## config.mk

```make
export PLATFORM = sky130hd
export DESIGN_NAME = shift_sequencer_flat
export DESIGN_NICKNAME = d
export VERILOG_FILES = /design/src/rtl/shift_sequencer_if.sv /design/src/rtl/shift_sequencer.sv /design/src/flat_wrapper.sv
export SDC_FILE = /design/constraint.sdc
export NUM_CORES = 1
export LEC_CHECK = 0
export ABC_AREA = 1
export BUFFER_PORTS_ARGS = -buffer_cell sky130_fd_sc_hd__buf_4
export CORE_MARGIN = 10
export CORE_UTILIZATION = 51
export DETAILED_ROUTE_END_ITERATION = 10
export PLACE_DENSITY = 0.79
export SLEW_MARGIN = 20
export SYNTH_ARGS = -nofsm -noshare
export SYNTH_HDL_FRONTEND = slang
export SYNTH_SLANG_ARGS = --single-unit
```

## constraint.sdc

```tcl
create_clock -name clk -period 1.25 [get_ports clk]
set_input_delay 0.0625 -clock clk [delete_from_list [all_inputs] [get_ports clk]]
set_output_delay 0.0625 -clock clk [all_outputs]
set_load 0.02 [all_outputs]
```

## src/rtl/shift_sequencer_if.sv

```systemverilog
// rtl/shift_sequencer_if.sv - control/data bundle between the multiplier control FSM and the shift sequencer
//
// Purpose : groups the shift sequencer's request and result signals.
// Signals : load, load_data  - parallel load request and value
//           start, amount    - begin a sequence of 'amount' single-bit shifts
//           mode             - 00 arith right, 01 logical right, 10 logical left, 11 rotate right
//           enable           - while busy, 1 = shift this cycle, 0 = hold
//           out              - register contents
//           busy, done       - sequence in progress / one-cycle completion pulse
//           shifted_out      - bit most recently shifted out
// Modports: master (control FSM side), slave (shift sequencer side)

interface shift_sequencer_if #(
   parameter int WIDTH = 16,
   parameter int CNT_W = $clog2(WIDTH) + 1
);
   logic                    load;
   logic signed [WIDTH-1:0] load_data;
   logic                    start;
   logic [CNT_W-1:0]        amount;
   logic [1:0]              mode;
   logic                    enable;
   logic signed [WIDTH-1:0] out;
   logic                    busy;
   logic                    done;
   logic                    shifted_out;

   modport master (
      output load, load_data, start, amount, mode, enable,
      input  out, busy, done, shifted_out
   );

   modport slave (
      input  load, load_data, start, amount, mode, enable,
      output out, busy, done, shifted_out
   );
endinterface

```

## src/rtl/shift_sequencer.sv

```systemverilog
// rtl/shift_sequencer.sv - multi-bit shift register executing N single-bit shifts under start/busy/done
//
// Purpose : performs a requested number of one-bit shifts, one per enabled clock, in
//           arithmetic-right, logical-right, logical-left or rotate-right mode, keeping the
//           last bit shifted out as a carry/guard bit.
// Ports   : clk   - clock, rising edge
//           reset - asynchronous, active-high
//           bus   - shift_sequencer_if.slave (load/start/amount/mode/enable in,
//                   out/busy/done/shifted_out out)

module shift_sequencer #(
   parameter int WIDTH = 16,
   parameter int CNT_W = $clog2(WIDTH) + 1
) (
   input  logic              clk,
   input  logic              reset,
   shift_sequencer_if.slave  bus
);

   typedef enum logic {
      S_IDLE  = 1'b0,
      S_SHIFT = 1'b1
   } state_t;

   localparam logic [CNT_W-1:0] CNT_ONE = CNT_W'(1);

   state_t                  r_state,   w_state_nxt;
   logic [CNT_W-1:0]        r_cnt,     w_cnt_nxt;
   logic [1:0]              r_mode,    w_mode_nxt;
   logic signed [WIDTH-1:0] r_out,     w_out_nxt;
   logic                    r_done,    w_done_nxt;
   logic                    r_sh,      w_sh_nxt;

   logic signed [WIDTH-1:0] w_shift_val;
   logic                    w_shift_bit;

   // One-step shift of the current contents using the mode latched at start.
   always_comb begin
      w_shift_val = r_out;
      w_shift_bit = r_out[0];
      case (r_mode)
         2'b00: w_shift_val = {r_out[WIDTH-1], r_out[WIDTH-1:1]};
         2'b01: w_shift_val = {1'b0, r_out[WIDTH-1:1]};
         2'b10: begin
            w_shift_val = {r_out[WIDTH-2:0], 1'b0};
            w_shift_bit = r_out[WIDTH-1];
         end
         default: w_shift_val = {r_out[0], r_out[WIDTH-1:1]};
      endcase
   end

   always_comb begin
      w_state_nxt = r_state;
      w_cnt_nxt   = r_cnt;
      w_mode_nxt  = r_mode;
      w_out_nxt   = r_out;
      w_sh_nxt    = r_sh;
      w_done_nxt  = 1'b0;
      case (r_state)
         S_IDLE: begin
            // Load wins over a simultaneous start; that start is dropped.
            if (bus.load) begin
               w_out_nxt = bus.load_data;
            end else if (bus.start) begin
               w_sh_nxt = 1'b0;
               if (bus.amount == '0) begin
                  w_done_nxt = 1'b1;
               end else begin
                  w_mode_nxt  = bus.mode;
                  w_cnt_nxt   = bus.amount;
                  w_state_nxt = S_SHIFT;
               end
            end
         end
         S_SHIFT: begin
            if (bus.enable) begin
               w_out_nxt = w_shift_val;
               w_sh_nxt  = w_shift_bit;
               w_cnt_nxt = r_cnt - CNT_ONE;
               if (r_cnt == CNT_ONE) begin
                  w_state_nxt = S_IDLE;
                  w_done_nxt  = 1'b1;
               end
            end
         end
         default: w_state_nxt = S_IDLE;
      endcase
   end

   always_ff @(posedge clk or posedge reset) begin
      if (reset) begin
         r_state <= S_IDLE;
         r_cnt   <= '0;
         r_mode  <= 2'b00;
         r_out   <= '0;
         r_done  <= 1'b0;
         r_sh    <= 1'b0;
      end else begin
         r_state <= w_state_nxt;
         r_cnt   <= w_cnt_nxt;
         r_mode  <= w_mode_nxt;
         r_out   <= w_out_nxt;
         r_done  <= w_done_nxt;
         r_sh    <= w_sh_nxt;
      end
   end

   assign bus.out         = r_out;
   assign bus.busy        = (r_state == S_SHIFT);
   assign bus.done        = r_done;
   assign bus.shifted_out = r_sh;

endmodule

```

## src/flat_wrapper.sv

```systemverilog
// flat-port wrapper written by rule: the top's interface ports become plain ports
module shift_sequencer_flat 
#(
   parameter int WIDTH = 16,
   parameter int CNT_W = $clog2(WIDTH) + 1
)
  (clk, reset, bus_load, bus_load_data, bus_start, bus_amount, bus_mode, bus_enable, bus_out, bus_busy, bus_done, bus_shifted_out);
  shift_sequencer_if #(.WIDTH(WIDTH), .CNT_W(CNT_W)) bus_i ();
  input  logic clk;
  input  logic reset;
  input wire logic [$bits(bus_i.load)-1:0] bus_load;
  input wire logic [$bits(bus_i.load_data)-1:0] bus_load_data;
  input wire logic [$bits(bus_i.start)-1:0] bus_start;
  input wire logic [$bits(bus_i.amount)-1:0] bus_amount;
  input wire logic [$bits(bus_i.mode)-1:0] bus_mode;
  input wire logic [$bits(bus_i.enable)-1:0] bus_enable;
  output wire logic [$bits(bus_i.out)-1:0] bus_out;
  output wire logic [$bits(bus_i.busy)-1:0] bus_busy;
  output wire logic [$bits(bus_i.done)-1:0] bus_done;
  output wire logic [$bits(bus_i.shifted_out)-1:0] bus_shifted_out;
  assign bus_i.load = bus_load;
  assign bus_i.load_data = bus_load_data;
  assign bus_i.start = bus_start;
  assign bus_i.amount = bus_amount;
  assign bus_i.mode = bus_mode;
  assign bus_i.enable = bus_enable;
  assign bus_out = bus_i.out;
  assign bus_busy = bus_i.busy;
  assign bus_done = bus_i.done;
  assign bus_shifted_out = bus_i.shifted_out;
  shift_sequencer #(.WIDTH(WIDTH), .CNT_W(CNT_W)) u_core (.clk(clk), .reset(reset), .bus(bus_i));
endmodule
```

Yosys cells after proc, flatten, opt, wreduce, memory -nomap -nowiden
Cells that the tools add are included.
- add/sub/neg operators: 1
- eq/ne operators: 9
- mux-type cells: 26
- bitwise operators: 3
- reduce and logical (&&, ||, !) cells: 7
- operators by type and width (cell ; count):
    case mux 16 bit (3 select lines) ; 1
    two-way mux 16 bit ; 2
    case mux 16 bit (2 select lines) ; 1
    two-way mux 5 bit ; 4
    two-way mux 1 bit ; 14
    inequality test 2 bit, second input constant ; 6
    case mux 5 bit (2 select lines) ; 1
    AND reduction 4 bit ; 2
    case mux 1 bit (2 select lines) ; 3
    AND reduction 3 bit ; 2
    equality test 5 x 1 -> 1 bit, second input constant ; 1
    logical NOT 5 bit ; 1
    subtractor 5 x 1 -> 5 bit, second input constant ; 1
    inverter 1 bit ; 3
    equality test 2 x 1 -> 1 bit, second input constant ; 1
    equality test 2 bit, second input constant ; 1
    logical NOT 2 bit ; 1
    AND reduction 2 bit ; 1
- flip-flop bits (word level): 26
- word-level logic and storage cells: 53

Longest topological paths before layout
- depth in word-level cells: 5
- gate-level depth with buffers: 8
- mapped depth without buffers: 8

Least setup slack after synthesis
OpenSTA, ideal clock, no wires.
- kind: register to register
- start: register u_core.r_state, in the netlist u_core.bus.busy
- end: register u_core.r_out[10], in the netlist u_core.bus.out[10]
- library setup time: 0.128 ns
- arrival time: 1.101 ns
- path slack: 0.021 ns
- stages on the path, launching flop included: 7
- buffers on the path: 2
- period minus slack after synthesis: 1.229 ns
- cell sequence: dfrtp_1 buf_6 inv_8 nand2_4 buf_2 o21ai_0 a22oi_1
- cells in the longest elaborated chain, start to end: 3
- elaborated cells between the ends (all ways): 5
- classes of those cells: eq/ne: 2; mux: 1; bitwise: 1; reduce/logical: 1
- ends and longest elaborated chain (element ; line ; source):
    start, declared ; shift_sequencer.sv:27 ; state_t r_state, w_state_nxt;
    start signal, assigned ; shift_sequencer.sv:99 ; r_state <= w_state_nxt;
    inverter 1 bit (no line) ; - ;
    inequality test 2 bit (no line) ; - ;
    AND reduction 2 bit (no line) ; - ;
    end signal, assigned ; shift_sequencer.sv:102 ; r_out <= w_out_nxt;
    end, declared ; shift_sequencer.sv:30 ; logic signed [WIDTH-1:0] r_out, w_out_nxt;
Parallel ways exist; a longest one is shown, timed or not.
A chain may end at the register's enable or synchronous reset.

Worst setup path after layout
- start: register u_core.r_state, in the netlist u_core.bus.busy
- end: register u_core.r_out[7], in the netlist u_core.bus.out[7]
Same word-level chain as after synthesis.

==> metrics.md <==
| Metric | Value |
|---|---|
| Number of synthesized flops with an enable pin | `0` |
| Cell Rows | `20` |
| First-pass GRT wire length | `6.62 mm` |
| Post-Route Setup TNS | `0 ns` |
| Setup slack at placement | `0.0377 ns` |
| Largest net degree at the start of global routing | `27` |
| Number of remaining DRC errors | `0` |
| Post-detail-place hpwl | `3.09 mm` |
| Yosys reg bits | `26` |
| Initial antenna violation count | `0` |
| Max Freq | `835 MHz` |
| DRT iter0 DRCs | `150` |
| Placeable Area | `3000 um2` |
| FF-to-FF setup slack | `0.05 ns` |
| WHS | `0.0104 ns` |
| Fill cells | `267` |
| Critical Path Fanout Max | `7` |
| Root Buffer | `clkbuf_4` |
| Clock Skews | `0.00381 ns` |
| Critical Path Start Type | `flop` |
| Setup ws final | `0.0527 ns` |
| Synthesized cell area | `1560 um2` |
| Pleak | `1.13 nW` |
| Crit-path cells | `buf_6 -> inv_8 -> nand2_4 -> buf_4 -> o21ai_0 -> a22oi_1` |
| Placed Instances | `294` |
| Die height | `75.4 um` |
| Routed len/inst | `13.2 um` |
| Initial Utilization | `52.1%` |
| Worst VDD drop | `1.01 mV` |
| Number of buffers created by CTS | `3` |
| Synth unique cells | `21` |
| Layout cells sized above 1 | `28.1%` |
| RSZ-0062 raised after global routing | `yes` |
| Fin crit period | `1.20 ns` |
| Max-Cap Viols | `0` |
| Relative slew margins | `77.9%` |
| Die area | `5680 um2` |
| Vias | `1566` |
| Worst-Margin Slew | `0.331 ns` |
| Seq/Total Area, Yosys | `41.6%` |
| Post-Route WL | `4.01 mm` |
| FFs w/ async S/R, synth | `100%` |
| ANT nets after route | `0` |
| CTS tree | `done` |
| Synth-to-layout area growth | `33.9%` |
| Outcome | `completed` |
| Pwr dens | `2530 nW/um2` |
| Non-Filler Instances | `303` |
| Clock Latency Late Sink | `0.33 ns` |
| H-Tree Depth | `1` |
| Vias per inst | `5.17` |
| Clk sinks | `26` |
| Post-route clock period utilization | `95.8%` |
| Total track usage | `14.7%` |
| Layout Nets | `301` |
| Clock slew seen by the registers of the worst setup and hold paths | `0.14 ns` |
| Final core utilization | `69.8%` |
| Drt pass-1 iters | `4` |
| Max stage delay on crit path | `0.42 ns` |
| Placed cell area | `1970 um2` |
| Setup CP Type | `reg2reg` |
| Critical Path End Type | `flop` |
| Final hold vios | `0` |
| CP Data Arrival Time | `1.42 ns` |
| HP Class | `in2reg` |
| Chip width | `75.4 um` |
| IO buf count | `46` |
| I/O pin count | `47` |
| Post-Syn Area per Cell | `7.38 um2` |
| Final instance area | `2090 um2` |
| Post-synthesis cell count | `212` |
| Antenna fix cells | `0` |
| Final setup viols | `0` |
| Slew Viols, Final | `0` |
| Mapped Nets | `242` |
| Worst-case clock buffer depth | `2` |
| Number of global-route vias before repair | `1494` |
| Req. time, crit path | `1.47 ns` |
| Slowest CP cell | `dfrtp_1` |
| Global route overflow | `0` |
| Syn. warnings | `0` |
| Top FF cell, synth | `dfrtp_1` |
| Final Wtd Congestion | `0.814` |
| Power, Total | `5.30 mW` |
layout make-up:
type                       instances  area [um2]  area share, %
sequential                        26         651           31.1
inverter                          30         125           5.97
tap                               33        41.3           1.97
clock buffer                       4        36.3           1.73
multi-input combinational        148         761           36.3
timing repair buffer              62         480           22.9
cell usage in the layout, fill, tap and decap left out, types with 2 or more instances in the layout:
master | netlist | layout
nand4_1 | 2 | 2
o211ai_1 | 2 | 2
a22oi_1 | 14 | 13
o21ai_1 | 1 | 13
buf_4 | 0 | 57
dlygate4sd3_1 | 0 | 3
o21ai_0 | 20 | 8
inv_2 | 4 | 3
nand3_1 | 22 | 22
nand2_1 | 66 | 66
buf_6 | 3 | 2
dfrtp_1 | 26 | 26
nand2_4 | 4 | 3
nor2_1 | 10 | 10
clkbuf_4 | 0 | 3
inv_1 | 25 | 24
inv_4 | 0 | 2
where the power goes:
group	total, mW	internal (mW)	leakage (nW)	switching, mW
Combinational	3.31	1.39	0.808	1.92
Sequential	1.55	1.25	0.303	0.297
Clock	0.438	0.178	0.0210	0.259
Total	5.30	2.82	1.13	2.48
routing by layer:
metal	global-route usage, %	part of all wire (%)	wire, um
met1	18.7	44	1760
met2	23.6	47	1890
met3	4.04	7.9	318
met4	4.12	0.95	38
met5	0	0	0
flip-flops by register name, indices dropped and copies added, names as in the netlist:
name	count
u_core.bus.out	16
u_core.r_cnt	5
u_core.r_mode	2
u_core.bus.busy	1
u_core.bus.done	1
u_core.bus.shifted_out	1
cells in the mapped netlist (2+ instances only):
cell / instances / share of area, %
nor2_1: 10 / 2.4
dfrtp_1: 26 / 42
nand2_1: 66 / 16
nand4_1: 2 / 0.80
o211ai_1: 2 / 0.96
ha_1: 2 / 1.6
buf_6: 3 / 2.2
inv_1: 25 / 6.0
nand2_4: 4 / 2.9
nand3_1: 22 / 7.0
a22oi_1: 14 / 6.7
buf_2: 5 / 1.6
o21ai_0: 20 / 6.4
inv_2: 4 / 0.96
critical path: cells and delay by family, from the launching register on:
family | cells | cell delay [ns]
buffers and inverters | 3 | 0.35
AO/OA/AOI/OAI | 2 | 0.26
AND/OR/NAND/NOR | 1 | 0.06
flip-flops | 1 | 0.42
cells by family after synthesis:
group,count (synthesis),synth area share [%]
and+or+nand+nor,105,29.4
AOI/OAI and AO/OA,41,16.0
buffers and inverters,38,11.4
DFF,26,41.6
adders and majority gates,2,1.60
path summary, 6_finish.rpt:
path                                        startpoint                             end  cells past startpoint
max                          u_core.bus.busy$_DFF_PP0_   u_core.bus.out[7]$_DFFE_PP0P_                      6
min                                   bus_load_data[0]   u_core.bus.out[0]$_DFFE_PP0P_                      3
max reg2reg                  u_core.bus.busy$_DFF_PP0_   u_core.bus.out[7]$_DFFE_PP0P_                      6
min reg2reg                u_core.r_cnt[4]$_DFFE_PP0P_     u_core.r_cnt[4]$_DFFE_PP0P_                      2
max in group asynchronous                        reset   u_core.bus.out[3]$_DFFE_PP0P_                      4
min in group asynchronous                        reset  u_core.bus.out[11]$_DFFE_PP0P_                      4
timing repair:
item / 4_1_cts / 5_1_grt
endpoints found under the setup margin: 0 / 19
endpoints found under the hold margin: 28 / 0
resized for setup: 0 / 23
hold buffers: 3 / 0
setup buffers: 0 / 2
(Power assumes the default switching activity.)
